File: src/rtl/matrix_fifo_filler.sv
// Fill engine for the MAC matrix-vector unit: fetches NUM_ROWS A rows plus one B vector over
// an Avalon-MM read master and serialises each word, element 0 first, into its input FIFO.
module matrix_fifo_filler #(
  parameter int unsigned           DATA_WIDTH = 8,
  parameter int unsigned           ROW_LEN    = 8,
  parameter int unsigned           NUM_ROWS   = 8,
  parameter int unsigned           ADDR_WIDTH = 32,
  parameter logic [ADDR_WIDTH-1:0] BASE_ADDR  = '0
) (
  input  logic                          clk,
  input  logic                          rst_n,
  input  logic                          start,
  output logic                          busy,
  output logic                          done,
  output logic [ADDR_WIDTH-1:0]         mem_address,
  output logic                          mem_read,
  input  logic                          mem_waitrequest,
  input  logic [ROW_LEN*DATA_WIDTH-1:0] mem_readdata,
  input  logic                          mem_readdatavalid,
  output logic [DATA_WIDTH-1:0]         fifo_data,
  output logic [NUM_ROWS:0]             fifo_wrreq,
  input  logic [NUM_ROWS:0]             fifo_full
);

  localparam int unsigned RowW  = $clog2(NUM_ROWS + 1);
  localparam int unsigned ByteW = (ROW_LEN > 1) ? $clog2(ROW_LEN) : 1;
  localparam int unsigned WordW = ROW_LEN * DATA_WIDTH;

  typedef enum logic [2:0] {
    StIdle,
    StReq,
    StWait,
    StWrite,
    StDone
  } state_e;

  state_e             state_q, state_d;
  logic [RowW-1:0]    row_q, row_d;
  logic [ByteW-1:0]   byte_idx_q, byte_idx_d;
  logic [WordW-1:0]   latch_q, latch_d;
  logic               wr_en;
  logic               last_byte;
  logic               last_row;

  assign last_byte = (byte_idx_q == ByteW'(ROW_LEN - 1));
  assign last_row  = (row_q == RowW'(NUM_ROWS));
  // A full target FIFO simply stalls the current element; nothing advances.
  assign wr_en     = (state_q == StWrite) && !fifo_full[row_q];

  always_ff @(posedge clk or negedge rst_n) begin
    if (!rst_n) begin
      state_q    <= StIdle;
      row_q      <= '0;
      byte_idx_q <= '0;
      latch_q    <= '0;
    end else begin
      state_q    <= state_d;
      row_q      <= row_d;
      byte_idx_q <= byte_idx_d;
      latch_q    <= latch_d;
    end
  end

  always_comb begin
    state_d    = state_q;
    row_d      = row_q;
    byte_idx_d = byte_idx_q;
    latch_d    = latch_q;
    case (state_q)
      StIdle, StDone: begin
        if (start) begin
          state_d = StReq;
          row_d   = '0;
        end
      end
      StReq: begin
        if (!mem_waitrequest) begin
          state_d = StWait;
        end
      end
      StWait: begin
        if (mem_readdatavalid) begin
          latch_d    = mem_readdata;
          byte_idx_d = '0;
          state_d    = StWrite;
        end
      end
      StWrite: begin
        if (wr_en) begin
          if (!last_byte) begin
            byte_idx_d = byte_idx_q + 1'b1;
          end else if (last_row) begin
            state_d = StDone;
          end else begin
            row_d   = row_q + 1'b1;
            state_d = StReq;
          end
        end
      end
      default: state_d = StIdle;
    endcase
  end

  assign busy        = (state_q != StIdle) && (state_q != StDone);
  assign done        = (state_q == StDone);
  assign mem_read    = (state_q == StReq);
  assign mem_address = BASE_ADDR + ADDR_WIDTH'(row_q);

  always_comb begin
    fifo_wrreq = '0;
    fifo_data  = '0;
    if (state_q == StWrite) begin
      fifo_data = latch_q[byte_idx_q*DATA_WIDTH +: DATA_WIDTH];
      if (!fifo_full[row_q]) begin
        fifo_wrreq[row_q] = 1'b1;
      end
    end
  end

  wrreq_onehot_a: assert property (@(posedge clk) disable iff (!rst_n) $onehot0(fifo_wrreq));
  wrreq_not_full_a: assert property (@(posedge clk) disable iff (!rst_n)
                                     (fifo_wrreq & fifo_full) == '0);

endmodule

File: config.mk
export PLATFORM = sky130hd
export DESIGN_NAME = matrix_fifo_filler
export DESIGN_NICKNAME = d
export VERILOG_FILES = /design/src/rtl/matrix_fifo_filler.sv
export SDC_FILE = /design/constraint.sdc
export NUM_CORES = 1
export LEC_CHECK = 0
export CAP_MARGIN = 15
export CORE_MARGIN = 8
export CORE_UTILIZATION = 25
export CTS_CLUSTER_DIAMETER = 100
export CTS_CLUSTER_SIZE = 25
export DETAILED_ROUTE_END_ITERATION = 12
export PLACE_DENSITY_LB_ADDON = 0.2
export SYNTH_ARGS = -nofsm -noshare
export SYNTH_HDL_FRONTEND = slang
export SYNTH_SLANG_ARGS = --single-unit
File: constraint.sdc
create_clock -name clk -period 2.11 [get_ports clk]
set_input_delay 0.3165 -clock clk [delete_from_list [all_inputs] [get_ports clk]]
set_output_delay 0.3165 -clock clk [all_outputs]
set_load 0.05 [all_outputs]
==> flow_summary.toml, run 1 <==
[setup_path]
worst_ep_required_time_ns = 1.79
endpoint_kind = "output port"
critical_path.startpoint_type = "register"
path_max_fanout = 5
criticalPathCategory = "register to output port"
crit_arrival_ns = 2.08
cp-startpoint = "row_q[0]$_DFFE_PN0P_"
r2r-start = "byte_idx_q[0]$_DFFE_PN0P_"

[timing]
fmax_mhz = 417.1
setup-violations-final = 12
hold_ws_ns = 0.4561
layout_setup_ws_ns = -0.2876
final_max_slew_viol_count = 0
slew_headroom_pct = 65.17
period_needed_ns = 2.398
worstMarginPinSlew_ns = 0.5208
finalSetupTns_ns = -2.157
clock_skew_ns = 0.004149
rsz0062_at_grt = "yes"
finalCritPeriodShare_pct = 113.6
finalHoldViolCount = 0

[global_route]
grt_pass1_vias = 3253
grt_usage_pct = 10.83
grt_max_degree = 54
antenna_found_initial = 0
grt_pass1_wl_um = 17270
grt_overflow_total = 0

[logic_synthesis]
netlist.area_leader.share_pct = 45.09
ys_warn_count = 0
syn_inst = 319
ys_ff_latch = 74
yosysSeqAreaShare_pct = 45.09
synth_area_leaders = "dfrtp_1 45%, mux2_1 11%, mux4_2 8.8%"
synth_edf_count = 0
avgSynthCellArea_um2 = 12.87
synthArstFlopShare_pct = 100.0
ys_dominant_reg_cell = "dfrtp_1"
synth_area_um2 = 4106
synth_top_cell_by_area = "dfrtp_1"
synth_cell_types = 54

[route]
vias = 2885
wl_met2_um = 5221
route.detailed.drc = 0
highest_layer = "met4"
wl_per_cell_um = 16.18
dr.pass1.iters = 4
drtIter0Drc = 119
viasPerCell = 4.280
ant_nets = 0
wl_met3_um = 1091
wirelength_um = 10900
drt-met1-wl_um = 4492

[power_and_ir_drop]
p_total_uw = 9311
vdd.ir_drop.worst_mv = 0.9842
leakagePower_uw = 0.002483
power_density_nw_per_um2 = 1535

[status]
violations = "setup timing"
status = "finished with violations"

[finish]
syn_to_final_growth_pct = 47.68
fillCellCount = 1603
num-nets-final = 533
n_antenna_cell = 0
final-instance-count-excl-fill = 674
drive_gt1_share_pct = 37.44

[die]
die_y_um = 144.2
initial_core_util_pct = 25.12
num_rows = 47
pin_count = 130
core_um2 = 16350
fp.dieW_um = 144.2
die_area_um2 = 20780

[clocking]
clk_path_buf_depth = 2
h-tree-depth = 3
clock-sinks = 74
cts_tree = "yes"
root_buffer = "clkbuf_16"
clk_pin_slew_worst_paths_ns = 0.06
insertion_delay_ns = 0.33
numCtsBuffers = 9

[placed_design]
dp_hpwl_um = 8154
portBuffers = 101
dpl.cell_count = 647
gp_congestion = 0.7173

[min_path]
worst_hold_path_type = "primary input to asynchronous set/reset pin"

[run]
max_cap_viol_count = 0
-- worst max-delay path: stages, from the launching register on --
cell and delay (ns):
dfrtp_2 0.46, mux2_4 0.32, a22oi_2 0.20, a22o_4 0.20
nand2_8 0.07, nor4b_4 0.32, buf_12 0.18
-- routing by layer --
metal	vias up	track usage [%]
li1	1351	-
met1	1427	12.48
met2	99	18.29
met3	8	4.226
met4	0	3.122
met5	-	0
-- power by group --
group / internal (uW) / total [uW] / leakage [uW] / switching [uW]
Combinational: 2470 / 5120 / 0.00146 / 2650
Clock: 1080 / 1680 / 0.000157 / 601
Sequential: 2130 / 2510 / 0.000867 / 384
-- state kept, by name (all words and copies together), names as in the netlist --
register / count
byte_idx_q: 3
latch_q: 64
row_q: 4
state_q: 3
-- synthesized netlist by cell type (3+ instances only) --
cell type	n
dfrtp_1	74
mux2_1	41
buf_4	34
nand2_1	27
mux2_2	25
mux4_2	16
a21oi_1	13
buf_2	7
ha_1	6
inv_1	6
and3_1	5
nor2_1	5
nand4_1	4
nor3_2	3
o221ai_1	3
-- worst paths after layout --
kind / endpoint / slack (ns) / depth (start not counted)
worst max-delay path: fifo_wrreq[0] / -0.29 / 6
worst min-delay path: latch_q[7]$_DFFE_PN0P_ / 0.46 / 2
worst max register to register: state_q[0]$_DFFE_PN0P_ / 0.13 / 9
worst min register to register: latch_q[51]$_DFFE_PN0P_ / 0.48 / 1
max in group asynchronous: latch_q[36]$_DFFE_PN0P_ / 1.05 / 3
min in group clk: latch_q[51]$_DFFE_PN0P_ / 0.48 / 1
-- logic make-up (layout without fill, tap and decap cells) --
logic type | count (synthesis) | count (layout) | share of synthesized area (%)
simple gates | 63 | 63 | 8.836
mux | 85 | 85 | 27.85
flops | 74 | 74 | 45.09
other cells | 1 | 28 | 0.09132
fa+ha+maj | 6 | 6 | 1.828
compound gates | 35 | 35 | 7.191
buf+inv | 55 | 163 | 9.110
-- stage by stage --
| step | utilization (%) | instance area [um^2] | setup slack (ns) |
|---|---|---|---|
| finish | 37.10 | 6065 | -0.2876 |
| global route | 37.10 | 6065 | -0.3816 |
| CTS | 37.26 | 6092 | -0.3157 |
| detailed placement | 33.95 | 5550 | -0.2552 |
| global placement | 33.95 | 5550 | -0.2054 |
| floorplan | - | 4288 | -0.3953 |
-- cell usage in the layout, fill, tap and decap left out, types with 9 or more instances in the layout --
master / netlist / final
clkdlybuf4s50_1: 0 / 79
dfrtp_1: 74 / 69
mux2_1: 41 / 40
buf_4: 34 / 35
conb_1: 1 / 28
mux2_2: 25 / 25
mux4_2: 16 / 16
buf_12: 1 / 15
nand2_2: 0 / 14
nand2_1: 27 / 13
a21oi_2: 1 / 10
clkbuf_16: 0 / 9
-- what timing repair did --
item | in CTS | in global routing
endpoints found under the hold margin | 21 | 0
gates resized for setup | 30 | 5
buffers inserted | 7 | 4
gates cloned | 2 | 0
pin swaps | 24 | 7
hold buffers | 1 | 0
endpoints found under the setup margin | 17 | 20
-- cell type report --
type | count | area (um^2) | area share [%]
clock buffer | 11 | 242.7 | 4.002
clock inverter | 5 | 85.08 | 1.403
inverter | 8 | 32.53 | 0.5364
multi-input combinational | 217 | 2102 | 34.66
sequential | 74 | 1858 | 30.64
tap | 220 | 275.3 | 4.539
timing repair buffer | 139 | 1469 | 24.22
Note: power is estimated with default switching activity, not from simulation.
==> run 2: changes to the inputs <==
--- a/config.mk
+++ b/config.mk
@@ -5,6 +5,7 @@
 export SDC_FILE = /design/constraint.sdc
 export NUM_CORES = 1
 export LEC_CHECK = 0
+export ABC_CLOCK_PERIOD_IN_PS = 2110
 export CAP_MARGIN = 15
 export CORE_MARGIN = 8
 export CORE_UTILIZATION = 25
==> results of run 2 <==
Same layout as run 1: the final DEF is identical, and so are final timing and power.
==> RTL change (flow settings as in run 2) <==
Change the parameter `ADDR_WIDTH` from 32 to 64.
--- a/src/rtl/matrix_fifo_filler.sv
+++ b/src/rtl/matrix_fifo_filler.sv
@@ -4,7 +4,7 @@
   parameter int unsigned           DATA_WIDTH = 8,
   parameter int unsigned           ROW_LEN    = 8,
   parameter int unsigned           NUM_ROWS   = 8,
-  parameter int unsigned           ADDR_WIDTH = 32,
+  parameter int unsigned           ADDR_WIDTH = 64,
   parameter logic [ADDR_WIDTH-1:0] BASE_ADDR  = '0
 ) (
   input  logic                          clk,
Interface: changed (resized mem_address); port bits go from 130 to 162. No check against the original RTL was run, so the function may have changed too.
==> RTL change against run 2 <==
- the run still ends with setup timing left
- sequential power hardly changed
- die area increased by 5.2%
- power about the same
- critical path depth unchanged
- worst setup slack got worse by 0.030 ns
- routed wire length rose by 2.4%
- global-route usage decreased by 0.59 points
- register-to-register slack improved by 0.05 ns
- sequential cell count unchanged
- area after synthesis up 5.9%
- cell area up 1.9%
==> RTL change: results (changes against run 2) <==
Finish
  • Top flop regs: latch_q (64), row_q (4)
  • Antenna Cells: 0 (unchanged)
  • FILL cells: 1676 (+4.6%)
  • Share of cells above drive strength 1: 34.1% (-3.3 points)
  • Final net count: 560 (+5.1%)

Placed design
  • Routability cong.: 0.724 (+0.96%)
  • Port Buffers: 101 (unchanged)
  • Dpl hpwl: 8.76 mm (+7.5%)

STA
  • Final Setup Violations: 10 (-2)
  • Relative slew slack: 59.7% (-5.5 points)
  • Fin Clk Skew: 0.00483 ns (+0.000678 ns)
  • Setup ws final: -0.318 ns (-0.0304 ns)
  • Fin crit share: 115% (+1.4 points)
  • Hold Violations, Final: 0 (unchanged)
  • Setup TNS: -2.31 ns (-0.157 ns)

Clock tree
  • Max Root-Sink Buffers: 2 (unchanged)
  • Root buffer cell: clkbuf_16
  • TritonCTS buffer count: 9 (unchanged)
  • Clk_lat worst skew: 0.33 ns (about the same)
  • CTS clk-pin slew, worst paths: 0.06 ns (about the same)
  • H-Tree Level Count: 3 (unchanged)

Critical path
  • Critical-path maximum fanout: 6 (+1)
  • Slowest CP cell: dfrtp_2
  • CP top delay family: flip-flops
  • CP peak stage delay: 0.46 ns (about the same)
  • CP arrival: 2.11 ns (+0.03 ns)

Global route
  • Total grt overflow: 0 (unchanged)
  • Vias in the first global route: 3250 (-0.092%)
  • Largest net degree at the start of global routing: 46 (-15%)
  • First-pass GRT wire length: 17.6 mm (+1.7%)
  • Initial antenna violation count: 0 (unchanged)
  • GRT Resource Usage Total: 10.2% (-0.59 points)

Synth
  • Synth Warn #: 0 (unchanged)
  • Area contributors post-synth: dfrtp_1, buf_4, mux2_1, mux4_2, mux2_2
  • Async SR Flop Fraction: 100% (unchanged)
  • Post-synth top cells: dfrtp_1, buf_4, mux2_1, nand2_1, mux2_2
  • Post-synth cell types: 54 (unchanged)
  • Seq/Total Area, Yosys: 42.6% (-2.5 points)

Route
  • Drt pass-1 iters: 5 (+1)
  • Vias: 2958 (+2.5%)
  • DRT iter0 DRCs: 72 (-39%)
  • WL final: 11.2 mm (+2.4%)

Status
  • Violated checks: setup timing
  • Status: finished, violations left

Pwr
  • Worst VDD drop: 1660 uV (+69%)
  • Cell leakage power: 2.56 nW (+3.1%)

Worst hold path
  • Worst hold-check path type: primary input to async pin
-- RTL change: stage by stage --
stage / cell area, um^2 / std cells / utilization [%] / setup WS, ns
6_report: 6180 / 706 / 36.0 / -0.318
5_1_grt: 6180 / 706 / 36.0 / -0.412
4_1_cts: 6190 / 707 / 36.1 / -0.352
3_5_place_dp: 5710 / 685 / 33.2 / -0.257
3_3_place_gp: 5710 / 685 / 33.2 / -0.216
2_1_floorplan: 4650 / 410 / - / -0.395
-- RTL change: worst reg2reg max path: stages (launching register included) --
cell and delay (ns):
dfrtp_2 0.45, buf_4 0.16, inv_2 0.05, ha_1 0.23
nand3b_1 0.14, a21oi_2 0.09, a211oi_4 0.37, nand2_1 0.09
a22o_1 0.24
-- RTL change: cell families (layout without fill, tap and decap cells) --
group / count (synthesis) / count (layout) / synth area share [%]
other cells: 1 / 60 / 0.0863
buf+inv: 87 / 158 / 14.1
fa+ha+maj: 6 / 6 / 1.73
mux: 85 / 85 / 26.3
simple gates: 63 / 63 / 8.35
compound gates: 35 / 35 / 6.79
flops: 74 / 74 / 42.6
-- RTL change: where the power goes --
| group | switching, mW | internal (mW) |
|---|---|---|
| clock network | 0.595 | 0.984 |
| logic | 2.75 | 2.48 |
| registers | 0.379 | 2.13 |
| total | 3.72 | 5.59 |
-- RTL change: cell type report --
class                      count  area share [%]
sequential                    74            30.1
multi-input combinational    249            36.0
tap                          225            4.56
inverter                       8           0.486
clock inverter                 5           0.992
timing repair buffer         134            23.9
clock buffer                  11            4.09
-- RTL change: per-layer routing --
metal	track usage, %	part of all wire (%)	vias to the layer above
met5	0	0	-
met4	3.11	0.85	0
met3	3.70	11	7
met2	16.5	47	139
met1	12.6	42	1434
li1	-	-	1378
-- RTL change: path summary, 6_finish.rpt --
path,cells past startpoint,end,slack [ns],start
max,6,fifo_wrreq[0],-0.32,row_q[0]
max reg2reg,8,row_q[3],0.18,row_q[0]
min,1,latch_q[19],0.006,rst_n
max in group asynchronous,2,latch_q[53],1.52,rst_n
min in group clk,1,latch_q[58],0.48,latch_q[58]
min reg2reg,1,latch_q[58],0.48,latch_q[58]
-- RTL change: what timing repair did --
action / 4_1_cts / 5_1_grt
pin swaps: 20 / 9
cloned: 1 / 0
setup endpoints to repair: 17 / 17
hold buffers: 0 / 0
buffers inserted: 5 / 1
resized for setup: 30 / 4
endpoints found under the hold margin: 0 / 0
